File: src/rtl/sc_microsequencer_pkg.sv
// -----------------------------------------------------------------------------
// sc_microseq_pkg
// Shared definitions for the ARC microprogram sequencer:
//   - microinstruction condition codes (COND_NEXT .. COND_WAIT)
//   - flag bit positions inside the {N,Z,V,C} PSR
//   - helpers that locate the JumpAddr and Cond fields inside a microword
// -----------------------------------------------------------------------------
package sc_microseq_pkg;

  // Condition codes carried in the Cond field of the microword.
  localparam int unsigned COND_NEXT   = 0;
  localparam int unsigned COND_N      = 1;
  localparam int unsigned COND_Z      = 2;
  localparam int unsigned COND_V      = 3;
  localparam int unsigned COND_C      = 4;
  localparam int unsigned COND_IR13   = 5;
  localparam int unsigned COND_JMP    = 6;
  localparam int unsigned COND_DECODE = 7;
  localparam int unsigned COND_CALL   = 8;
  localparam int unsigned COND_RET    = 9;
  localparam int unsigned COND_WAIT   = 10;

  // Flag order is {N,Z,V,C}, so C sits in bit 0.
  localparam int FLAG_C = 0;
  localparam int FLAG_V = 1;
  localparam int FLAG_Z = 2;
  localparam int FLAG_N = 3;

  // JumpAddr occupies the low AW bits of the microword.
  function automatic int jump_lsb();
    return 0;
  endfunction

  // Cond sits directly above JumpAddr.
  function automatic int cond_lsb(input int aw);
    return aw;
  endfunction

endpackage

File: src/rtl/sc_microsequencer_if.sv
// -----------------------------------------------------------------------------
// sc_microsequencer_if
// Bundles every non-clock/reset signal of the sequencer:
//   datapath status in  : Flags_In, FlagsWr_InLow, IR13_In, IR_OP_In, MemReady_In
//   control store bus   : CS_Addr_Out (to store), CS_Data_In (from store)
//   sequencer results   : MIR_Out, PSR_Out, Stall_Out, StackErr_Out
// master = sequencer side, slave = datapath / control-store side.
// -----------------------------------------------------------------------------
interface sc_microsequencer_if #(
  parameter int AW  = 11,
  parameter int MW  = 41,
  parameter int OPW = 8,
  parameter int FW  = 4
) ();

  logic [FW-1:0]  SC_MicroSeq_Flags_In;
  logic           SC_MicroSeq_FlagsWr_InLow;
  logic           SC_MicroSeq_IR13_In;
  logic [OPW-1:0] SC_MicroSeq_IR_OP_In;
  logic           SC_MicroSeq_MemReady_In;
  logic [MW-1:0]  SC_MicroSeq_CS_Data_In;
  logic [AW-1:0]  SC_MicroSeq_CS_Addr_Out;
  logic [MW-1:0]  SC_MicroSeq_MIR_Out;
  logic [FW-1:0]  SC_MicroSeq_PSR_Out;
  logic           SC_MicroSeq_Stall_Out;
  logic           SC_MicroSeq_StackErr_Out;

  modport master (
    input  SC_MicroSeq_Flags_In, SC_MicroSeq_FlagsWr_InLow, SC_MicroSeq_IR13_In,
           SC_MicroSeq_IR_OP_In, SC_MicroSeq_MemReady_In, SC_MicroSeq_CS_Data_In,
    output SC_MicroSeq_CS_Addr_Out, SC_MicroSeq_MIR_Out, SC_MicroSeq_PSR_Out,
           SC_MicroSeq_Stall_Out, SC_MicroSeq_StackErr_Out
  );

  modport slave (
    output SC_MicroSeq_Flags_In, SC_MicroSeq_FlagsWr_InLow, SC_MicroSeq_IR13_In,
           SC_MicroSeq_IR_OP_In, SC_MicroSeq_MemReady_In, SC_MicroSeq_CS_Data_In,
    input  SC_MicroSeq_CS_Addr_Out, SC_MicroSeq_MIR_Out, SC_MicroSeq_PSR_Out,
           SC_MicroSeq_Stall_Out, SC_MicroSeq_StackErr_Out
  );

endinterface

File: src/rtl/sc_microsequencer_return_stack.sv
// -----------------------------------------------------------------------------
// sc_return_stack
// LIFO of microaddresses used by CALL/RET.
//   i_clk, i_rst      clock, synchronous active-high reset (clears SP only)
//   i_push, i_addr    push i_addr (ignored when full)
//   i_pop             discard top entry (ignored when empty)
//   o_full, o_empty   SP == DEPTH / SP == 0
//   o_top             most recently pushed entry, valid when !o_empty
// The top is read combinationally so a RET can redirect fetch in the same
// cycle, and a CALL in the following word sees the already-updated SP.
// -----------------------------------------------------------------------------
module sc_return_stack #(
  parameter int DEPTH = 4,
  parameter int AW    = 11
) (
  input  logic          i_clk,
  input  logic          i_rst,
  input  logic          i_push,
  input  logic          i_pop,
  input  logic [AW-1:0] i_addr,
  output logic          o_full,
  output logic          o_empty,
  output logic [AW-1:0] o_top
);

  localparam int SPW = $clog2(DEPTH + 1);
  localparam int IW  = (DEPTH > 1) ? $clog2(DEPTH) : 1;

  logic [SPW-1:0] r_sp;
  logic [AW-1:0]  r_mem [DEPTH];
  logic [IW-1:0]  w_wr_idx;
  logic [IW-1:0]  w_rd_idx;
  logic           w_do_push;
  logic           w_do_pop;

  assign o_full    = (r_sp == SPW'(DEPTH));
  assign o_empty   = (r_sp == '0);
  assign w_do_push = i_push && !o_full;
  assign w_do_pop  = i_pop && !o_empty;
  assign w_wr_idx  = IW'(r_sp);
  assign w_rd_idx  = IW'(r_sp - SPW'(1));
  assign o_top     = r_mem[w_rd_idx];

  always_ff @(posedge i_clk) begin
    if (i_rst) begin
      r_sp <= '0;
    end else if (w_do_push) begin
      r_sp <= r_sp + SPW'(1);
    end else if (w_do_pop) begin
      r_sp <= r_sp - SPW'(1);
    end
  end

  // NOTE: storage is deliberately left out of reset; SP alone defines which
  // entries are live, so resetting the array would only add reset fan-out.
  always_ff @(posedge i_clk) begin
    if (w_do_push) begin
      r_mem[w_wr_idx] <= i_addr;
    end
  end

endmodule

File: src/rtl/sc_microsequencer.sv
// -----------------------------------------------------------------------------
// sc_microsequencer
// Microprogram sequencer for the ARC control unit. Holds uPC, PSR and MIR,
// selects the next microaddress and presents it combinationally to an
// external control store whose word returns in the same cycle.
//   SC_MicroSeq_CLOCK_50      clock, rising edge
//   SC_MicroSeq_RESET_InHigh  synchronous reset, active high
//   bus (master)              flags/IR/memory-ready in, control-store bus,
//                             MIR/PSR/Stall/StackErr out
// Cond field: NEXT, N, Z, V, C, IR13, JMP, DECODE, CALL, RET, WAIT; any
// other code behaves as NEXT.
// -----------------------------------------------------------------------------
module sc_microsequencer
  import sc_microseq_pkg::*;
#(
  parameter int AW          = 11,
  parameter int MW          = 41,
  parameter int CW          = 4,
  parameter int OPW         = 8,
  parameter int STACK_DEPTH = 4,
  parameter int FW          = 4
) (
  input logic               SC_MicroSeq_CLOCK_50,
  input logic               SC_MicroSeq_RESET_InHigh,
  sc_microsequencer_if.master bus
);

  localparam int JUMP_LSB = jump_lsb();
  localparam int COND_LSB = cond_lsb(AW);

  logic [AW-1:0] r_upc;
  logic [MW-1:0] r_mir;
  logic [FW-1:0] r_psr;
  logic          r_stack_err;

  logic [CW-1:0] w_cond;
  logic [31:0]   w_cond_code;
  logic [AW-1:0] w_jump;
  logic [AW-1:0] w_csai;
  logic [AW-1:0] w_decode;
  logic [AW-1:0] w_next;
  logic [AW-1:0] w_stack_top;
  logic          w_push;
  logic          w_pop;
  logic          w_full;
  logic          w_empty;
  logic          w_set_err;
  logic          w_stall;

  assign w_cond      = r_mir[COND_LSB +: CW];
  assign w_cond_code = 32'(w_cond);
  assign w_jump      = r_mir[JUMP_LSB +: AW];
  assign w_csai      = r_upc + AW'(1);
  // Opcode lands just below a leading 1, giving each opcode its own
  // 2^(AW-OPW-1)-word slot in the upper half of the control store.
  assign w_decode    = (AW'(1) << (AW - 1)) |
                       (AW'(bus.SC_MicroSeq_IR_OP_In) << (AW - OPW - 1));

  // NOTE: every output of this block gets a default before the case, so no
  // path leaves a signal unassigned and no latch is inferred.
  always_comb begin
    w_next    = w_csai;
    w_push    = 1'b0;
    w_pop     = 1'b0;
    w_set_err = 1'b0;
    w_stall   = 1'b0;
    case (w_cond_code)
      COND_N:      if (r_psr[FLAG_N]) w_next = w_jump;
      COND_Z:      if (r_psr[FLAG_Z]) w_next = w_jump;
      COND_V:      if (r_psr[FLAG_V]) w_next = w_jump;
      COND_C:      if (r_psr[FLAG_C]) w_next = w_jump;
      COND_IR13:   if (bus.SC_MicroSeq_IR13_In) w_next = w_jump;
      COND_JMP:    w_next = w_jump;
      COND_DECODE: w_next = w_decode;
      COND_CALL: begin
        // Overflow degrades to NEXT and flags the error.
        if (w_full) begin
          w_set_err = 1'b1;
        end else begin
          w_push = 1'b1;
          w_next = w_jump;
        end
      end
      COND_RET: begin
        if (w_empty) begin
          w_set_err = 1'b1;
        end else begin
          w_pop  = 1'b1;
          w_next = w_stack_top;
        end
      end
      COND_WAIT: begin
        // Re-present the current address so the same word is refetched.
        if (!bus.SC_MicroSeq_MemReady_In) begin
          w_next  = r_upc;
          w_stall = 1'b1;
        end
      end
      default: ;
    endcase
  end

  sc_return_stack #(
    .DEPTH (STACK_DEPTH),
    .AW    (AW)
  ) u_stack (
    .i_clk   (SC_MicroSeq_CLOCK_50),
    .i_rst   (SC_MicroSeq_RESET_InHigh),
    .i_push  (w_push),
    .i_pop   (w_pop),
    .i_addr  (w_csai),
    .o_full  (w_full),
    .o_empty (w_empty),
    .o_top   (w_stack_top)
  );

  // NOTE: state registers use non-blocking assignment so every register
  // samples pre-edge values regardless of statement order.
  always_ff @(posedge SC_MicroSeq_CLOCK_50) begin
    if (SC_MicroSeq_RESET_InHigh) begin
      // uPC of all ones plus MIR=0 (NEXT) makes the first fetch address 0.
      r_upc       <= '1;
      r_mir       <= '0;
      r_psr       <= '0;
      r_stack_err <= 1'b0;
    end else begin
      r_upc <= w_next;
      r_mir <= bus.SC_MicroSeq_CS_Data_In;
      if (!bus.SC_MicroSeq_FlagsWr_InLow) begin
        r_psr <= bus.SC_MicroSeq_Flags_In;
      end
      if (w_set_err) begin
        r_stack_err <= 1'b1;
      end
    end
  end

  assign bus.SC_MicroSeq_CS_Addr_Out  = w_next;
  assign bus.SC_MicroSeq_MIR_Out      = r_mir;
  assign bus.SC_MicroSeq_PSR_Out      = r_psr;
  assign bus.SC_MicroSeq_Stall_Out    = w_stall;
  assign bus.SC_MicroSeq_StackErr_Out = r_stack_err;

endmodule

File: src/flat_wrapper.sv
// flat-port wrapper written by rule: the top's interface ports become plain ports
module sc_microsequencer_flat import sc_microseq_pkg::*;
#(
  parameter int AW          = 11,
  parameter int MW          = 41,
  parameter int CW          = 4,
  parameter int OPW         = 8,
  parameter int STACK_DEPTH = 4,
  parameter int FW          = 4
)
  (SC_MicroSeq_CLOCK_50, SC_MicroSeq_RESET_InHigh, bus_SC_MicroSeq_Flags_In, bus_SC_MicroSeq_FlagsWr_InLow, bus_SC_MicroSeq_IR13_In, bus_SC_MicroSeq_IR_OP_In, bus_SC_MicroSeq_MemReady_In, bus_SC_MicroSeq_CS_Data_In, bus_SC_MicroSeq_CS_Addr_Out, bus_SC_MicroSeq_MIR_Out, bus_SC_MicroSeq_PSR_Out, bus_SC_MicroSeq_Stall_Out, bus_SC_MicroSeq_StackErr_Out);
  sc_microsequencer_if #(.AW(AW), .MW(MW), .OPW(OPW), .FW(FW)) bus_i ();
  input logic SC_MicroSeq_CLOCK_50;
  input logic SC_MicroSeq_RESET_InHigh;
  input wire logic [$bits(bus_i.SC_MicroSeq_Flags_In)-1:0] bus_SC_MicroSeq_Flags_In;
  input wire logic [$bits(bus_i.SC_MicroSeq_FlagsWr_InLow)-1:0] bus_SC_MicroSeq_FlagsWr_InLow;
  input wire logic [$bits(bus_i.SC_MicroSeq_IR13_In)-1:0] bus_SC_MicroSeq_IR13_In;
  input wire logic [$bits(bus_i.SC_MicroSeq_IR_OP_In)-1:0] bus_SC_MicroSeq_IR_OP_In;
  input wire logic [$bits(bus_i.SC_MicroSeq_MemReady_In)-1:0] bus_SC_MicroSeq_MemReady_In;
  input wire logic [$bits(bus_i.SC_MicroSeq_CS_Data_In)-1:0] bus_SC_MicroSeq_CS_Data_In;
  output wire logic [$bits(bus_i.SC_MicroSeq_CS_Addr_Out)-1:0] bus_SC_MicroSeq_CS_Addr_Out;
  output wire logic [$bits(bus_i.SC_MicroSeq_MIR_Out)-1:0] bus_SC_MicroSeq_MIR_Out;
  output wire logic [$bits(bus_i.SC_MicroSeq_PSR_Out)-1:0] bus_SC_MicroSeq_PSR_Out;
  output wire logic [$bits(bus_i.SC_MicroSeq_Stall_Out)-1:0] bus_SC_MicroSeq_Stall_Out;
  output wire logic [$bits(bus_i.SC_MicroSeq_StackErr_Out)-1:0] bus_SC_MicroSeq_StackErr_Out;
  assign bus_i.SC_MicroSeq_Flags_In = bus_SC_MicroSeq_Flags_In;
  assign bus_i.SC_MicroSeq_FlagsWr_InLow = bus_SC_MicroSeq_FlagsWr_InLow;
  assign bus_i.SC_MicroSeq_IR13_In = bus_SC_MicroSeq_IR13_In;
  assign bus_i.SC_MicroSeq_IR_OP_In = bus_SC_MicroSeq_IR_OP_In;
  assign bus_i.SC_MicroSeq_MemReady_In = bus_SC_MicroSeq_MemReady_In;
  assign bus_i.SC_MicroSeq_CS_Data_In = bus_SC_MicroSeq_CS_Data_In;
  assign bus_SC_MicroSeq_CS_Addr_Out = bus_i.SC_MicroSeq_CS_Addr_Out;
  assign bus_SC_MicroSeq_MIR_Out = bus_i.SC_MicroSeq_MIR_Out;
  assign bus_SC_MicroSeq_PSR_Out = bus_i.SC_MicroSeq_PSR_Out;
  assign bus_SC_MicroSeq_Stall_Out = bus_i.SC_MicroSeq_Stall_Out;
  assign bus_SC_MicroSeq_StackErr_Out = bus_i.SC_MicroSeq_StackErr_Out;
  sc_microsequencer #(.AW(AW), .MW(MW), .CW(CW), .OPW(OPW), .STACK_DEPTH(STACK_DEPTH), .FW(FW)) u_core (.SC_MicroSeq_CLOCK_50(SC_MicroSeq_CLOCK_50), .SC_MicroSeq_RESET_InHigh(SC_MicroSeq_RESET_InHigh), .bus(bus_i));
endmodule
File: config.mk
export PLATFORM = sky130hd
export DESIGN_NAME = sc_microsequencer_flat
export DESIGN_NICKNAME = d
export VERILOG_FILES = /design/src/rtl/sc_microsequencer_pkg.sv /design/src/rtl/sc_microsequencer_if.sv /design/src/rtl/sc_microsequencer_return_stack.sv /design/src/rtl/sc_microsequencer.sv /design/src/flat_wrapper.sv
export SDC_FILE = /design/constraint.sdc
export NUM_CORES = 1
export LEC_CHECK = 0
export CAP_MARGIN = 30
export CORE_MARGIN = 1
export CORE_UTILIZATION = 40
export CTS_CLUSTER_SIZE = 8
export DETAILED_ROUTE_END_ITERATION = 12
export PLACE_DENSITY = 0.78
export SYNTH_ARGS = -nofsm -noshare
export SYNTH_HDL_FRONTEND = slang
export SYNTH_HIERARCHICAL = 1
export SYNTH_SLANG_ARGS = --single-unit
File: constraint.sdc
create_clock -name SC_MicroSeq_CLOCK_50 -period 3.7 [get_ports SC_MicroSeq_CLOCK_50]
set_clock_uncertainty 0.1 [all_clocks]
set_input_delay 0.555 -clock SC_MicroSeq_CLOCK_50 [delete_from_list [all_inputs] [get_ports SC_MicroSeq_CLOCK_50]]
set_output_delay 0.555 -clock SC_MicroSeq_CLOCK_50 [all_outputs]
set_load 0.05 [all_outputs]
==> results.md <==
- The flow ran to the end, and the final reports show no timing, DRC or antenna violations.
- The max-slew violation count was 0.
- The instance count of the mapped netlist is 360.
- The cell count of the worst reg-to-reg path is 7.
- The number of nets in the synthesized netlist is 425.
- In this run the count of I/O pins placed on the die edge is 116.
- The via-per-instance ratio is 5.43.
- The part of the cycle the worst path needs is 0.942.
- The nature of the critical path endpoint is a primary output.
- The via count of the first global-routing pass came to 3598.
- At the pin with the least slew margin, the transition time is 0.770 ns.
- The final wirelength is 11100 um.
- On the worst path, the slowest cell contributes a delay of 0.37 ns.
- The DRC marker count from the first detailed-route iteration is 224.
- The worst setup path is launched from a flop.
- For this run, asynchronously set or reset flops after synthesis account for 0.
- The total number of H-tree levels is 3.
- The worst hold path passes through 2 cells.
- The worst endpoint required time is 3.04 ns.
- Walking the worst path, the cells encountered are inv_1 -> ha_1 -> ha_1 -> mux2i_1 -> o32ai_4 -> nor4_4 -> buf_4 -> o211ai_1 -> buf_12.
- The final cell count without fillers is 614.
- Once the clock tree was built, the setup fixing pass inserted 0 buffers.
- The net switching power is 0.930 mW.
- The floorplan has 38 rows.
- The clock share of power is 0.294.
- The largest vdd supply drop is 0.359 mV.
- The number of antenna violations at the first check in global routing was 0.
- The analysis attributes to cell leakage a power of 2.20 nW.
- The cell area reported after detailed placement is 5880 um2.
- Internal power comes to 2.19 mW.
- The starting density of the core is 0.415.
- In this run the worst hold path is classified as flop to flop.
- Relative to the synthesized area, the layout overhead comes to 35.0%.
- The first-pass GRT wire length is 18000 um.
- In this run the worst path has a maximum fanout of 12.
- The core area is 11000 um2.
- Once placement completed, the tool counted placed cells totaling 598.
- The count of yosys warnings during synthesis is 6.
- The worst pin sits at a relative slew slack of 0.485.
- Grouping stages by cell kind, the critical path spends the most delay in buffers and inverters.
- The most frequent cell on the critical path is ha_1.
- Port buffering added 115 buffers.
- Summed over all failing endpoints, the final setup total negative slack is 0 ns.
- The cell area after synthesis is 4560 um2.
- The number of CTS-inserted buffers is 9.
- Counting the fill cells in the layout gives 889.
- In this run the clock root is driven by a clkbuf_16.
- The share of power burned in combinational logic is 0.273.
- The die outline area is 11800 um2.
- The power consumption is 3.12 mW.
- Dividing the synthesized area by the synthesized cell count gives 12.7 um2.
- The final count of hold timing violations is 0.
- The maximum number of buffers from clock root to sink is 2.
- The post-route cell area is 6160 um2.
- The global placement routability congestion is 0.845.
- The total via count in the routed design is 3333.
- Of the total power, the share spent switching nets is 0.298.
- 0 antenna diodes ended up in the layout.
- The number of nets at the end of the flow is 534.
- The number of sinks on the clock net is 104.
- The number of hold buffers added after CTS was 0.
- Detailed placement ended at an HPWL of 8060 um.
- The distinct cell type count after synthesis is 58.
- The overall die width is 109 um.
- Static timing analysis puts the maximum clock frequency at 0.287 GHz.
- Together, buffers and inverters on the worst path number 3.
- In this run, synthesis inferred 44 flip-flops with an integrated enable.
- The detail route stage leaves a number of antenna-violating nets equal to 0.
- The remaining design rule violation count is 0.
- The count of endpoints failing setup in the final report is 0.
- By startpoint and endpoint, the worst setup path is classified as flop to primary output.
- The critical path data arrival time is 2.83 ns.
- For this run, the total global-route usage over all layers was measured as 0.206.
- The critical path runs through a total of 9 cells.
- In the final layout, the share of cells above drive strength 1 is 0.146.
- Of the total power, registers draw 0.432.
- Max-cap violations in this run came to 0.
- After detailed routing, the average wire length per cell comes to 18.1 um.
- Measured along the y axis, the die boundary spans 109 um.
- Entering global routing, the biggest net connects 56 pins.
- The cell with the largest stage delay on the worst path is mux2i_1.
- For this run, the register share of the synthesized area comes to 0.553.
- TritonCTS built the clock tree.
- The clock period could shrink to 3.48 ns.
- Among all flip-flop cells after synthesis, the most frequent one is dfxtp_1.
- Setup repair after global routing left no endpoint under its margin.
- The power per cell area is 506 nW/um2.
- The length of the first detailed-routing pass in iterations is 4.
- The total of flip-flops plus latches after synthesis is 104.
- Gates resized during post-CTS repair numbered 0.
- After clock tree synthesis, the clock-pin slew on the worst setup and hold paths is 0.06 ns.
- For this run the aggregate overflow at the end of global routing stands at 0.
- The later pin in the worst-skew pair is clocked with a latency of 0.35 ns.
==> tightest hold or removal path, stage by stage (launching register included) <==
cell     delay, ns
dfxtp_1       0.31
nor2_1        0.10
nor2_1        0.05
==> state kept, by name (all words and copies together), names as in the netlist <==
name	flops
u_core/bus.SC_MicroSeq_MIR_Out	41
u_core/u_stack/r_sp	3
u_core/u_stack/r_mem	44
u_core/r_upc	11
u_core/bus.SC_MicroSeq_PSR_Out	4
u_core/bus.SC_MicroSeq_StackErr_Out	1
==> final timing paths <==
path / from / slack (ns) / end
setup / recovery: u_core/u_stack/r_sp[1] / 0.22 / bus_SC_MicroSeq_CS_Addr_Out[10]
hold / removal: u_core/bus.SC_MicroSeq_StackErr_Out / 0.40 / u_core/bus.SC_MicroSeq_StackErr_Out
setup reg to reg: u_core/u_stack/r_sp[1] / 0.80 / u_core/u_stack/r_mem[0][5]
hold reg to reg: u_core/bus.SC_MicroSeq_StackErr_Out / 0.40 / u_core/bus.SC_MicroSeq_StackErr_Out
==> cell type report <==
class | instances | area, um2 | share of cell area
flip-flops and latches | 104 | 2520 | 0.410
clock inverters | 1 | 30.0 | 0.00488
clock buffers | 15 | 249 | 0.0404
multi-input cells | 212 | 1810 | 0.293
repair buffers | 120 | 1290 | 0.210
well taps | 140 | 175 | 0.0284
inverters | 22 | 82.6 | 0.0134
==> metal layers <==
layer	up-vias	global-route usage	routed length, um
met1	1587	0.224	4050
met3	16	0.0831	1250
met4	0	0.0811	205
li1	1553	-	-
met5	-	0	0
met2	177	0.358	5610
==> stage by stage <==
| stage | hold WS [ns] | util | setup slack [ns] |
|---|---|---|---|
| 2_1_floorplan | 0.411 | - | 0.434 |
| 3_3_place_gp | 0.358 | 0.535 | 0.356 |
| 3_5_place_dp | 0.391 | 0.535 | 0.604 |
| 4_1_cts | 0.409 | 0.561 | 0.221 |
| 5_1_grt | 0.424 | 0.561 | 0.0353 |
| 6_report | 0.399 | 0.561 | 0.216 |
==> synth_stat cells, types with 6 or more instances <==
library cell	number	area (um2)
nor2b_1	42	263
dfxtp_1	60	1200
nor2_1	9	33.8
a2111oi_0	7	61.3
nand3_1	8	40.0
a211oi_1	8	60.1
buf_4	6	45.0
edfxtp_1	44	1320
inv_1	22	82.6
mux4_2	11	248
and2_1	6	37.5
clkbuf_1	8	30.0
o211ai_1	9	67.6
xnor2_1	9	78.8
o31ai_1	8	60.1
nor3_1	13	65.1
ha_1	7	87.6
==> power by group through the flow <==
stage | sequential (mW) | clock [mW] | combinational, mW
after floorplan | 1.45 | 0 | 0.408
after global placement | 1.37 | 0 | 0.837
after detailed placement | 1.37 | 0 | 0.850
after CTS | 1.35 | 0.935 | 0.855
after global routing | 1.36 | 0.983 | 0.902
final | 1.35 | 0.918 | 0.851
==> layout by cell type, fill, tap and decap left out, drive strengths merged, types with 10 or more instances in the layout <==
cell,instances
clkdlybuf4s50,102
dfxtp,60
edfxtp,44
nor2b,42
inv,22
buf,18
clkbuf,15
nor3,14
o211ai,14
mux4,11
o31ai,11
and2,11
nor2,10
==> kinds of logic after synthesis <==
| kind of cell | after synthesis | share of synthesized area |
|---|---|---|
| compound gates | 63 | 0.126 |
| xor+xnor | 9 | 0.0173 |
| fa+ha+maj | 7 | 0.0192 |
| buf+inv | 44 | 0.0508 |
| flops | 104 | 0.553 |
| mux | 17 | 0.0686 |
| simple gates | 116 | 0.165 |
(Power assumes the default switching activity.)
